**src/rtl/packet_demux.sv**
```systemverilog
// Dibit-serial packet demultiplexer: assembles bytes from 2-bit input, decodes a
// channel byte and big-endian address, then emits addressed payload bytes per channel.
module packet_demux #(
    parameter int NUM_CH     = 2,
    parameter int ADDR_BYTES = 3,
    parameter int ADDR_W     = 17
) (
    input  logic              clk,
    input  logic              rst,
    input  logic              axiiv,
    input  logic [1:0]        axiid,
    output logic [NUM_CH-1:0] axiov,
    output logic [ADDR_W-1:0] addr_axiod,
    output logic [7:0]        data_axiod,
    output logic              pkt_done,
    output logic [15:0]       drop_count
);

    localparam int AW = 8 * ADDR_BYTES;

    typedef enum logic [2:0] {
        IDLE    = 3'd0,
        CHAN    = 3'd1,
        ADDR    = 3'd2,
        PAYLOAD = 3'd3,
        DROP    = 3'd4,
        WAIT    = 3'd5
    } state_t;

    state_t             state_q, state_d;
    logic [1:0]         cnt_q, cnt_d;
    logic [5:0]         shift_q, shift_d;
    logic [1:0]         addr_idx_q, addr_idx_d;
    logic [AW-1:0]      addr_acc_q, addr_acc_d;
    logic [3:0]         ch_q, ch_d;
    logic [ADDR_W-1:0]  next_addr_q, next_addr_d;
    logic [NUM_CH-1:0]  axiov_q, axiov_d;
    logic [ADDR_W-1:0]  addr_out_q, addr_out_d;
    logic [7:0]         data_q, data_d;
    logic               done_q, done_d;
    logic [15:0]        drop_q, drop_d;

    logic [7:0] full_byte;
    logic       byte_done;

    // shift_q always holds the last three dibits, so the fourth completes a byte
    assign full_byte = {shift_q, axiid};
    assign byte_done = axiiv && (cnt_q == 2'd3);

    always_comb begin
        state_d     = state_q;
        cnt_d       = 2'd0;
        shift_d     = shift_q;
        addr_idx_d  = addr_idx_q;
        addr_acc_d  = addr_acc_q;
        ch_d        = ch_q;
        next_addr_d = next_addr_q;
        axiov_d     = '0;
        addr_out_d  = addr_out_q;
        data_d      = data_q;
        done_d      = 1'b0;
        drop_d      = drop_q;

        if (axiiv) begin
            shift_d = {shift_q[3:0], axiid};
        end

        case (state_q)
            WAIT: begin
                if (!axiiv) state_d = IDLE;
            end
            IDLE: begin
                if (axiiv) begin
                    state_d    = CHAN;
                    cnt_d      = 2'd1;
                    addr_idx_d = 2'd0;
                end
            end
            CHAN, ADDR, PAYLOAD, DROP: begin
                if (!axiiv) begin
                    state_d = IDLE;
                    if (state_q == PAYLOAD) begin
                        done_d = 1'b1;
                    end else if (drop_q != 16'hFFFF) begin
                        drop_d = drop_q + 16'd1;
                    end
                end else begin
                    cnt_d = cnt_q + 2'd1;
                    if (byte_done) begin
                        case (state_q)
                            CHAN: begin
                                if ({1'b0, full_byte} < 9'(NUM_CH)) begin
                                    state_d = ADDR;
                                    ch_d    = full_byte[3:0];
                                end else begin
                                    state_d = DROP;
                                end
                            end
                            ADDR: begin
                                addr_acc_d = (addr_acc_q << 8) | AW'(full_byte);
                                addr_idx_d = addr_idx_q + 2'd1;
                                if (addr_idx_q == 2'(ADDR_BYTES - 1)) begin
                                    state_d     = PAYLOAD;
                                    next_addr_d = addr_acc_d[ADDR_W-1:0];
                                end
                            end
                            PAYLOAD: begin
                                axiov_d     = NUM_CH'(1) << ch_q;
                                data_d      = full_byte;
                                addr_out_d  = next_addr_q;
                                next_addr_d = next_addr_q + ADDR_W'(1);
                            end
                            default: ;
                        endcase
                    end
                end
            end
            default: state_d = WAIT;
        endcase
    end

    always_ff @(posedge clk) begin
        if (rst) begin
            state_q     <= WAIT;
            cnt_q       <= 2'd0;
            shift_q     <= 6'd0;
            addr_idx_q  <= 2'd0;
            addr_acc_q  <= '0;
            ch_q        <= 4'd0;
            next_addr_q <= '0;
            axiov_q     <= '0;
            addr_out_q  <= '0;
            data_q      <= 8'd0;
            done_q      <= 1'b0;
            drop_q      <= 16'd0;
        end else begin
            state_q     <= state_d;
            cnt_q       <= cnt_d;
            shift_q     <= shift_d;
            addr_idx_q  <= addr_idx_d;
            addr_acc_q  <= addr_acc_d;
            ch_q        <= ch_d;
            next_addr_q <= next_addr_d;
            axiov_q     <= axiov_d;
            addr_out_q  <= addr_out_d;
            data_q      <= data_d;
            done_q      <= done_d;
            drop_q      <= drop_d;
        end
    end

    assign axiov      = axiov_q;
    assign addr_axiod = addr_out_q;
    assign data_axiod = data_q;
    assign pkt_done   = done_q;
    assign drop_count = drop_q;

endmodule

```
**config.mk**
```make
export PLATFORM = sky130hd
export DESIGN_NAME = packet_demux
export DESIGN_NICKNAME = d
export VERILOG_FILES = /design/src/rtl/packet_demux.sv
export SDC_FILE = /design/constraint.sdc
export NUM_CORES = 1
export LEC_CHECK = 0
export BUFFER_PORTS_ARGS = -buffer_cell sky130_fd_sc_hd__buf_2
export CAP_MARGIN = 30
export CORE_MARGIN = 5
export CORE_UTILIZATION = 56
export DETAILED_ROUTE_END_ITERATION = 16
export PLACE_DENSITY = 0.78
export SYNTH_ARGS = -nofsm -noshare
export SYNTH_HDL_FRONTEND = slang
export SYNTH_SLANG_ARGS = --single-unit
```
**constraint.sdc**
```tcl
create_clock -name clk -period 2.15 [get_ports clk]
set_input_delay 0.215 -clock clk [delete_from_list [all_inputs] [get_ports clk]]
set_output_delay 0.215 -clock clk [all_outputs]
set_load 0.05 [all_outputs]
```
# Yosys cells after proc, flatten, opt, wreduce, memory -nomap -nowiden
# Index checks and enable logic that the tools add are counted.
classes:
  n_addsub: 4
  n_lt_le_gt_ge: 1
  n_eq_ne: 17
  shifts: 1
  mux: 19
  bitwise: 5
  reduce_logical: 14
ops:
  columns: ["op", "count"]
  rows:
  - ["$pmux W17 S2", 1]
  - ["$reduce_and A5 Y1", 4]
  - ["$mux W3", 6]
  - ["$add A17 B1 Y17 const B", 1]
  - ["$mux W17", 1]
  - ["$or A17 B8 Y17", 1]
  - ["$add A16 B1 Y16 const B", 1]
  - ["$ne A16 B16 Y1 const B", 1]
  - ["$ne A2 B2 Y1 const B", 6]
  - ["$reduce_and A4 Y1", 3]
  - ["$mux W2", 5]
  - ["$pmux W3 S3", 1]
  - ["$lt A8 B2 Y1 const B", 1]
  - ["$ne A4 B4 Y1 const B", 2]
  - ["$pmux W2 S2", 2]
  - ["$eq A3 B2 Y1 const B", 2]
  - ["$eq A3 B3 Y1 const B", 2]
  - ["$pmux W3 S2", 1]
  - ["$reduce_or A5 Y1", 1]
  - ["$add A2 B1 Y2 const B", 2]
  - ["$eq A2 B2 Y1 const B", 2]
  - ["$not A1 Y1", 4]
  - ["$reduce_bool A2 Y1", 2]
  - ["$reduce_or A4 Y1", 1]
  - ["7 further kinds", 8]
word_totals:
  register_bits: 87
  in_bits: 5
  out_inout_bits: 44
  word_cells: 73

# Logic depth before layout (Yosys ltp)
# Gate-level depths: netlist (run 1).
depth:
  word_depth: 6
  mapped_depth: 9
  depth_no_buf: 7

# Least setup slack after synthesis (run 1)
# OpenSTA, ideal clock, no wires.
synth_path:
  kind: "register -> register"
  from: "reg drop_q[9] (netlist: drop_count[9])"
  to: "reg drop_q[7] (netlist: drop_count[7])"
  setup_ns: 0.121
  t_arrival_ns: 2.009
  required_ns: 2.029
  path_slack_ns: 0.020
  stages_incl_launch_ff: 7
  n_path_buf: 1
  cell_sequence: "dfxtp_1 -> and4_1 -> and4_1 -> buf_2 -> a21oi_1 -> nand2_1 -> mux2_2"
synth_between:
  elab_chain_cells: 2
synth_rtl:
  columns: ["element", "line", "rtl"]
  rows:
  - ["start, declared", "41", "logic [15:0] drop_q, drop_d;"]
  - ["start signal, assigned", "148", "drop_q <= drop_d;"]
  - ["$ne A16 B16 Y1", "84", "end else if (drop_q != 16'hFFFF) begin"]
  - ["$reduce_and A4 Y1 (no source line)", null, null]
# Every way passes these cells.
# A chain may end at the register's enable or synchronous reset.

# Final worst setup path (run 1)
layout_path:
  from: "reg drop_q[0] (netlist: drop_count[0])"
  to: "reg drop_q[7] (netlist: drop_count[7])"
layout_between:
  elab_chain_cells: 2
  elab_cells_between_ends: 3
  cone_classes: "add/sub: 1; eq/ne: 1; reduce/logical: 1"
layout_rtl:
  columns: ["element"]
  rows:
  - ["parallel branches: the longest is 2 deep, another holds $add A16 B1 Y16"]
# Several ways; the timed one is not identified.

==> results of run 1 <==
cell type report:
cell class / instances / area share
tap: 80 / 0.0232
sequential: 87 / 0.404
clock buffer: 9 / 0.0287
clock inverter: 7 / 0.0148
timing repair buffer: 61 / 0.0842
multi-input combinational: 327 / 0.436
inverter: 10 / 0.00871
sequential cells by signal (all words and copies together) (netlist names), 3 cells and up:
name and cells:
drop_count 16, shift_q 6, state_q 3, next_addr_q 17, data_axiod 8, addr_axiod 17
addr_acc_q 9, ch_q 4
metal layers:
layer / track usage / up-vias
met2: 0.336 / 77
li1: - / 1666
met1: 0.264 / 1540
met5: 0 / -
met4: 0.109 / 0
met3: 0.0418 / 12
path summary, 6_finish.rpt:
| path | endpoint | slack [ns] | cells after the start |
|---|---|---|---|
| setup / recovery | drop_count[7] | 0.20 | 6 |
| setup reg to reg | drop_count[7] | 0.20 | 6 |
| hold / removal | data_axiod[0] | 0.12 | 3 |
| hold reg to reg | axiov[0] | 0.43 | 1 |
per-stage QoR:
step	power [mW]	hold WS, ns	util	setup WS [ns]	area, um2
after floorplan	1.76	0.351	-	0.0204	3780
after global placement	1.79	0.421	0.617	0.288	4120
after detailed placement	1.80	0.424	0.617	0.188	4120
after CTS	2.88	0.113	0.645	0.164	4310
after global routing	2.97	0.131	0.645	0.0223	4310
final	2.86	0.118	0.645	0.202	4310
layout by cell type (no fill, tap or decap), types with 4 or more instances in the layout:
cell / instances
a211oi_1: 11
a21o_1: 4
a21oi_1: 45
and2_1: 4
and3_1: 6
buf_2: 48
buf_4: 11
clkbuf_8: 9
dfxtp_1: 86
ha_1: 4
inv_1: 10
mux2i_1: 16
nand2_1: 69
nand3_1: 12
nand4_1: 4
nor2_1: 58
nor3_1: 12
nor4_1: 9
o21ai_0: 9
or2_2: 5
or3_1: 4
xnor2_1: 11
cells in the mapped netlist (4+ instances only):
cell type	count
a211oi_1	11
a21o_1	4
a21oi_1	45
and2_1	4
and3_1	6
buf_2	8
clkbuf_1	17
dfxtp_1	87
ha_1	4
inv_1	10
mux2i_1	16
nand2_1	69
nand3_1	12
nand4_1	4
nor2_1	58
nor3_1	12
nor4_1	9
o21ai_0	9
or2_2	4
or3_1	4
xnor2_1	11
logic make-up (layout without fill, tap and decap cells):
logic type | Yosys count | after routing | synth area share
buffers and inverters | 39 | 87 | 0.0417
flip-flops | 87 | 87 | 0.461
adder cells (fa/ha/maj) | 5 | 5 | 0.0159
AO/OA/AOI/OAI | 95 | 95 | 0.165
AND/OR/NAND/NOR | 196 | 196 | 0.239
XOR/XNOR | 14 | 14 | 0.0324
multiplexers | 17 | 17 | 0.0453
where the power goes:
| part | internal [mW] | switching (mW) |
|---|---|---|
| registers | 1.62 | 0.0194 |
| logic | 0.0406 | 0.0805 |
| clock network | 0.445 | 0.652 |
| total | 2.11 | 0.752 |
critical path: stages (launching register included):
cell and delay, ns:
dfxtp_1 0.40, ha_1 0.24, and3_1 0.20, and3_1 0.41, a21oi_1 0.17, nand2_1 0.11, mux2_2 0.33
==> impl_results.md, run 1 <==
- Area grow syn2layout: 14.1%
- CP Data Required Time: 2.42 ns
- Initial DRC Count: 184
- Antenna Cells: 0
- Clock Latency Late Sink: 0.37 ns
- Area of the core: 0.00668 mm2
- Layout cells sized above 1: 0.178
- Critical Path Sink Type: flop
- Seq cells post-synth: 87
- Final-stage net count: 505
- HP Class: input pin to flop
- Setup TNS: 0 ns
- Via Count: 3295
- Site row count: 30
- RSZ-0062 raised after global routing: no
- Ranking of synthesized cells by area: dfxtp_1, nand2_1, a21oi_1, nor2_1, mux2i_1
- Met1 wire length: 3.88 mm
- Vias/cell: 5.67
- Status: finished, final reports clean
- CTS Sinks: 87
- Antenna violations before repair: 0
- Most used DFF post-synth: dfxtp_1
- Mean area per synthesized cell: 8.34 um2
- Grt ovf: 0
- Seq/Total Area, Yosys: 0.461
- Clock tree buffer depth: 2
- F_max: 0.513 GHz
- Area of the multi-input gates: 0.00188 mm2
- Asr flop ratio synth: 0
- Synthesis Warnings: 0
- # Post-CTS Setup Buffers: 0
- DRC: 0
- Die ar.: 0.00849 mm2
- Slew margin rel.: 0.501
- Fin cells: 581
- # setup viols final: 0
- Overall routing resource usage: 0.209
- Mapped Cells: 453
- Max Transition Viols Final: 0
- Drt pass-1 iters: 4
- EDFF count, synth: 0
- Initial Util: 0.566
- Area leader, netlist: dfxtp_1
- Final period util: 0.906
- Power Density: 663 mW/mm2
- Mapped cell area: 0.00378 mm2
- # IOs: 49
- Final wirelength: 8.47 mm
- Max IR drop VDD: 0.500 mV
- Vias in the first global route: 3056
- DR WL met2: 3.99 mm
- IO Port Bufs: 48
- Setup crit start: drop_count[0]
- Yosys cell types: 52
- First-pass GRT wire length: 14.3 mm
- Crit path max fanout: 8
- Chip Width: 92.2 um
- Net Count, Synth: 462
- Inserted Clock Buffers: 9
- Root Driver: clkbuf_8
- Worst Tran Pin Value: 0.746 ns
- RD Place Congestion: 0.920
- Routed wl met3: 437 um
- Reg area: 0.00174 mm2
- Hold buffers post-CTS: 0
- CTS tree: built
- Final Hold Viols: 0
- Skew final: 0.0130 ns
- Routed WL per cell: 14.6 um
- Hpwl dp: 5.78 mm
- Remaining antenna violation count: 0
- Largest net degree at the start of global routing: 42
- Critical path class: flop to flop
- Critical hold path startpoint: axiid[0]
- R2r startpoint: drop_count[0]
- Die Y: 92.2 um
- Crit path time final: 1.95 ns
- Crit path arrival time: 2.22 ns
- P_leak: 1.70 nW
- Dpl cells: 565
- Clk slew on worst S/H paths: 0.10 ns
- # fillers: 588
- Top layer in use: met4
- CTS resizes: 0
- MaxCap Viol Count: 0
- Top cell type's share of synthesized area: 0.461
- H-tree depth: 3
- Startpoint Class: flop
(Power assumes the default switching activity.)
==> run 2, diff against run 1 <==
--- a/config.mk
+++ b/config.mk
@@ -7,10 +7,12 @@
 export LEC_CHECK = 0
 export BUFFER_PORTS_ARGS = -buffer_cell sky130_fd_sc_hd__buf_2
 export CAP_MARGIN = 30
+export CELL_PAD_IN_SITES_DETAIL_PLACEMENT = 1
+export CELL_PAD_IN_SITES_GLOBAL_PLACEMENT = 2
 export CORE_MARGIN = 5
-export CORE_UTILIZATION = 56
+export CORE_UTILIZATION = 34
 export DETAILED_ROUTE_END_ITERATION = 16
-export PLACE_DENSITY = 0.78
+export PLACE_DENSITY_LB_ADDON = 0.1
 export SYNTH_ARGS = -nofsm -noshare
 export SYNTH_HDL_FRONTEND = slang
 export SYNTH_SLANG_ARGS = --single-unit
==> run 2 against run 1 <==
  * Power increased by 11%
  * Via count increased by 0.97%
  * Clock skew decreased by 0.0063 ns
  * Combinational power about the same
  * Worst hold slack improved by 0.017 ns
  * First-iteration DRC count decreased by 39%
  * Sequential power about the same
  * Clock-buffer cell count increased by 3
  * Critical path depth decreased by 1
  * Critical path type unchanged
  * Largest power group unchanged
==> impl_results.md, run 2 (synthesis gave the netlist of run 1 again) <==
- Status: finished, final reports clean (unchanged)
- Clock tree buffer depth: 2 (unchanged)
- Overall routing resource usage: 0.164 (was 0.209)
- Crit path max fanout: 12 (was 8)
- # IOs: 49 (unchanged)
- Max Transition Viols Final: 0 (unchanged)
- Power Density: 702 mW/mm2 (was 663 mW/mm2)
- Antenna violations before repair: 0 (unchanged)
- Final wirelength: 10.3 mm (was 8.47 mm)
- Clk slew on worst S/H paths: 0.08 ns (was 0.10 ns)
- RD Place Congestion: 0.758 (was 0.920)
- DP Area: 0.00427 mm2 (was 0.00412 mm2)
- Antenna Cells: 0 (unchanged)
- Vias in the first global route: 3489 (was 3056)
- Peak per-stage delay on the critical path: 0.55 ns (was 0.41 ns)
- # setup viols final: 0 (unchanged)
- Root Driver: clkbuf_8 (unchanged)
- Final period util: 0.915 (was 0.906)
- # fillers: 1315 (was 588)
- Largest net degree at the start of global routing: 38 (was 42)
- First-pass GRT wire length: 17.4 mm (was 14.3 mm)
- Setup TNS: 0 ns (unchanged)
- Vias/cell: 5.13 (was 5.67)
- CP Data Required Time: 2.40 ns (was 2.42 ns)
- Critical Path Sink Type: flop (unchanged)
- WP buf/inv: 0 (unchanged)
- CP cell instances: and4_1 > and4_1 > a21oi_1 > nand2_1 > mux2_2 (was ha_1 > and3_1 > and3_1 > a21oi_1 > nand2_1 > mux2_2)
- Dpl cells: 634 (was 565)
- Die ar.: 0.0133 mm2 (was 0.00849 mm2)
- Skew final: 0.00672 ns (was 0.0130 ns)
- Via Count: 3327 (was 3295)
- Chip Width: 115 um (was 92.2 um)
- Worst Tran Pin Value: 0.725 ns (was 0.746 ns)
- H-tree depth: 3 (unchanged)
- Power Total: 3.17 mW (was 2.86 mW)
- Fin cells: 649 (was 581)
- Most frequent cells in the layout: dfxtp_1, nand2_1, nor2_1 (unchanged)
- CP top delay family: simple AND/OR/NAND/NOR gates (unchanged)
- Commonest non-fill, non-tap cell in the layout: dfxtp_1 (unchanged)
- MaxCap Viol Count: 0 (unchanged)
- Max IR drop VDD: 0.386 mV (was 0.500 mV)
- RSZ-0062 raised after global routing: no (unchanged)
- Routed WL per cell: 15.9 um (was 14.6 um)
- Area of the core: 0.0109 mm2 (was 0.00668 mm2)
- Drt pass-1 iters: 4 (unchanged)
- Die Y: 115 um (was 92.2 um)
- IO Port Bufs: 48 (unchanged)
- Most frequent CP cell: and4_1 (was and3_1)
- Worst path slowest cell: and4_1 (was and3_1)
- Inserted Clock Buffers: 9 (unchanged)
- Initial DRC Count: 112 (was 184)
- Hold buffers post-CTS: 0 (unchanged)
- Clock Latency Late Sink: 0.36 ns (was 0.37 ns)
- F_max: 0.508 GHz (was 0.513 GHz)
- HP Class: input pin to flop (unchanged)
- Design area: 0.00451 mm2 (was 0.00431 mm2)
- CTS Sinks: 87 (unchanged)
- Critical path class: flop to flop (unchanged)
- Remaining antenna violation count: 0 (unchanged)
- Initial Util: 0.347 (was 0.566)
- Slew margin rel.: 0.515 (was 0.501)
- CTS resizes: 0 (unchanged)
- P_leak: 1.77 nW (was 1.70 nW)
- DRC: 0 (unchanged)
- Startpoint Class: flop (unchanged)
- CTS tree: built (unchanged)
- Area grow syn2layout: 19.3% (was 14.1%)
- Crit path arrival time: 2.22 ns (about the same)
- Site row count: 38 (was 30)
- Grt ovf: 0 (unchanged)
- Hpwl dp: 7.37 mm (was 5.78 mm)
- Final-stage net count: 514 (was 505)
- Crit path time final: 1.97 ns (was 1.95 ns)
- Layout cells sized above 1: 0.185 (was 0.178)
- # Post-CTS Setup Buffers: 0 (unchanged)
- Final Hold Viols: 0 (unchanged)
-- run 2: final timing paths --
kind / start / end / slack (ns) / cells after the start
setup / recovery: drop_count[9] / drop_count[7] / 0.18 / 5
hold / removal: axiid[0] / data_axiod[0] / 0.13 / 3
setup reg to reg: drop_count[9] / drop_count[7] / 0.18 / 5
hold reg to reg: ch_q[0] / axiov[0] / 0.44 / 1
-- run 2: final cells by class --
cell class              instances  area [um2]  area share
clock buffers                  12         155      0.0344
clock inverters                 3        90.1      0.0200
inverters                      10        37.5     0.00832
multi-input cells             327        1880       0.417
flip-flops and latches         87        1740       0.386
well taps                     140         175      0.0388
repair buffers                 70         430      0.0954
-- run 2: through the flow --
| step | util | hold WS [ns] | setup slack, ns |
|---|---|---|---|
| after floorplan | - | 0.351 | 0.0204 |
| after global placement | 0.392 | 0.421 | 0.248 |
| after detailed placement | 0.392 | 0.431 | 0.193 |
| after CTS | 0.414 | 0.118 | 0.159 |
| after global routing | 0.414 | 0.139 | 0.00297 |
| final | 0.414 | 0.135 | 0.182 |
-- run 2: metal layers --
metal,vias up,wire [um],share of wire,global-route usage
met4,0,142,0.014,0.0673
li1,1688,-,-,-
met5,-,0,0,0
met3,10,282,0.027,0.0272
met2,40,4730,0.46,0.261
met1,1589,5140,0.50,0.223
-- run 2: worst reg2reg max path, delay by kind of cell, from the launching register on --
kind	cells	cell delay, ns
AO/OA/AOI/OAI	1	0.19
flip-flops	1	0.40
multiplexers	1	0.32
AND/OR/NAND/NOR	3	0.95
-- run 2: report_power, final --
part	total, mW	switching (mW)	internal [mW]
clock network	1.40	0.571	0.830
registers	1.64	0.0216	1.62
logic	0.124	0.0822	0.0416
total	3.17	0.675	2.49
==> run 3, diff against run 2 <==
--- a/config.mk
+++ b/config.mk
@@ -9,6 +9,7 @@
 export CAP_MARGIN = 30
 export CELL_PAD_IN_SITES_DETAIL_PLACEMENT = 1
 export CELL_PAD_IN_SITES_GLOBAL_PLACEMENT = 2
+export CORE_ASPECT_RATIO = 1.25
 export CORE_MARGIN = 5
 export CORE_UTILIZATION = 34
 export DETAILED_ROUTE_END_ITERATION = 16
==> run 3 against run 2 <==
  * Maximum frequency up 1.3%
  * Global-route usage decreased by 0.32 points
  * Non-clock buffer count is 2 lower
  * Design area is 0.50% higher
  * Largest cell class unchanged
  * Core utilization shrank 0.13 points
  * Die area hardly changed
==> impl_results.md, run 3 (synthesis gave the netlist of run 1 again) <==
- Status: finished, final reports clean (unchanged)
- RSZ-0062 raised after global routing: no (unchanged)
- Layout cells sized above 1: 0.187 (was 0.185)
- IO Port Bufs: 48 (unchanged)
- Peak per-stage delay on the critical path: 0.55 ns (about the same)
- Max Transition Viols Final: 0 (unchanged)
- Crit path arrival time: 2.19 ns (was 2.22 ns)
- Inserted Clock Buffers: 9 (unchanged)
- Final period util: 0.903 (was 0.915)
- NetSw: 0.769 mW (was 0.675 mW)
- CTS tree: built (unchanged)
- # setup viols final: 0 (unchanged)
- Final Hold Viols: 0 (unchanged)
- Hpwl dp: 7.52 mm (was 7.37 mm)
- Critical Path Sink Type: flop (unchanged)
- RD Place Congestion: 0.788 (was 0.758)
- Antenna Cells: 0 (unchanged)
- Clk slew on worst S/H paths: 0.06 ns (was 0.08 ns)
- Setup TNS: 0 ns (unchanged)
- Final-stage net count: 512 (was 514)
- Dpl cells: 627 (was 634)
- Chip Width: 104 um (was 115 um)
- CTS resizes: 0 (unchanged)
- Site row count: 43 (was 38)
- Final wirelength: 10.5 mm (was 10.3 mm)
- Clock tree buffer depth: 2 (unchanged)
- Sw Ratio: 0.231 (was 0.213)
- Remaining antenna violation count: 0 (unchanged)
- Pint: 2.57 mW (was 2.49 mW)
- Crit path time final: 1.94 ns (was 1.97 ns)
- Critical path class: flop to flop (unchanged)
- Area of the core: 0.0110 mm2 (was 0.0109 mm2)
- Max IR drop VDD: 0.319 mV (was 0.386 mV)
- Vias/cell: 5.25 (was 5.13)
- Comb pwr share: 0.040 (was 0.039)
- Startpoint Class: flop (unchanged)
- Crit path max fanout: 12 (unchanged)
- Power Density: 736 mW/mm2 (was 702 mW/mm2)
- MaxCap Viol Count: 0 (unchanged)
- F_max: 0.515 GHz (was 0.508 GHz)
- Clock share of power: 0.468 (was 0.442)
- Power Total: 3.34 mW (was 3.17 mW)
- Die ar.: 0.0133 mm2 (about the same)
- Commonest non-fill, non-tap cell in the layout: dfxtp_1 (unchanged)
- Flop pwr share: 0.492 (was 0.518)
- Final core utilization: 0.413 (was 0.414)
- Grt ovf: 0 (unchanged)
- Overall routing resource usage: 0.161 (was 0.164)
- Vias in the first global route: 3453 (was 3489)
- CTS Sinks: 87 (unchanged)
- HP Class: input pin to flop (unchanged)
- Worst path slowest cell: dfxtp_1 (was and4_1)
- # Post-CTS Setup Buffers: 0 (unchanged)
- Area grow syn2layout: 19.9% (was 19.3%)
- Via Count: 3377 (was 3327)
- Min Hold Slack: 0.177 ns (was 0.135 ns)
- CP Data Required Time: 2.40 ns (about the same)
- Slew margin rel.: 0.494 (was 0.515)
- Drt pass-1 iters: 4 (unchanged)
- Most frequent cells in the layout: dfxtp_1, nand2_1, nor2_1 (unchanged)
- Largest net degree at the start of global routing: 35 (was 38)
- P_leak: 1.77 nW (about the same)
- Root Driver: clkbuf_16 (was clkbuf_8)
- Antenna violations before repair: 0 (unchanged)
- Worst Tran Pin Value: 0.756 ns (was 0.725 ns)
- Skew final: 0.00433 ns (was 0.00672 ns)
- # IOs: 49 (unchanged)
- H-tree depth: 3 (unchanged)
- Hold buffers post-CTS: 0 (unchanged)
- Clock Latency Late Sink: 0.34 ns (was 0.36 ns)
- Initial DRC Count: 82 (was 112)
- Die Y: 128 um (was 115 um)
- Routed WL per cell: 16.3 um (was 15.9 um)
- First-pass GRT wire length: 17.5 mm (was 17.4 mm)
- CP cell instances: nand4b_1 > or2_1 > buf_4 > a21oi_1 > nor2_1 > a211oi_1 (was and4_1 > and4_1 > a21oi_1 > nand2_1 > mux2_2)
- DRC: 0 (unchanged)
- Initial Util: 0.344 (was 0.347)
- Fin cells: 643 (was 649)
## run 3: cell types whose count changed in the layout (fill, tap and decap cells not counted)
cell,before,now
buf_12,2,1
clkinv_2,0,1
nor2_1,58,57
nor2_2,0,1
clkinv_4,0,1
clkbuf_16,0,9
buf_4,20,19
clkbuf_8,11,0
bufinv_16,3,1
clkbuf_1,1,0
clkinvlp_4,0,4
## run 3: worst paths after layout
path / from / end / slack (ns) / cells past startpoint
hold reg to reg: ch_q[0] / axiov[0] / 0.44 / 1
setup reg to reg: state_q[1] / next_addr_q[3] / 0.21 / 6
hold / removal: axiid[0] / data_axiod[0] / 0.18 / 3
setup / recovery: state_q[1] / next_addr_q[3] / 0.21 / 6
## run 3: routing by layer
metal  share of wire  wire, um  track usage
met2            0.51      5390        0.291
met3           0.025       259       0.0247
met5               0         0            0
met1            0.44      4610        0.186
met4           0.021       219       0.0739
## run 3: worst max-delay path, delay by kind of cell, from the launching register on
kind	cells	cell delay, ns
DFF	1	0.55
AOI/OAI and AO/OA	2	0.33
buffers and inverters	1	0.21
and+or+nand+nor	3	0.76
## run 3: cell type report
cell class | instances | area [um2]
fillers | 1329 | 6440
well taps | 135 | 169
inverters | 10 | 37.5
repair buffers | 68 | 403
clock inverters | 7 | 73.8
flip-flops and latches | 87 | 1740
clock buffers | 9 | 225
multi-input cells | 327 | 1880
## run 3: metrics by stage
stage	worst slack [ns]	area, um2
finish	0.208	4530
global route	0.00348	4530
CTS	0.216	4530
detailed placement	0.231	4230
global placement	0.226	4230
floorplan	0.0204	3780
## run 3: power by group through the flow
stage / Combinational [mW] / Clock [mW] / Sequential (mW)
after floorplan: 0.0828 / 0 / 1.68
after global placement: 0.135 / 0 / 1.68
final: 0.134 / 1.56 / 1.64
after global routing: 0.147 / 1.69 / 1.64
after detailed placement: 0.137 / 0 / 1.68
after CTS: 0.137 / 1.62 / 1.64
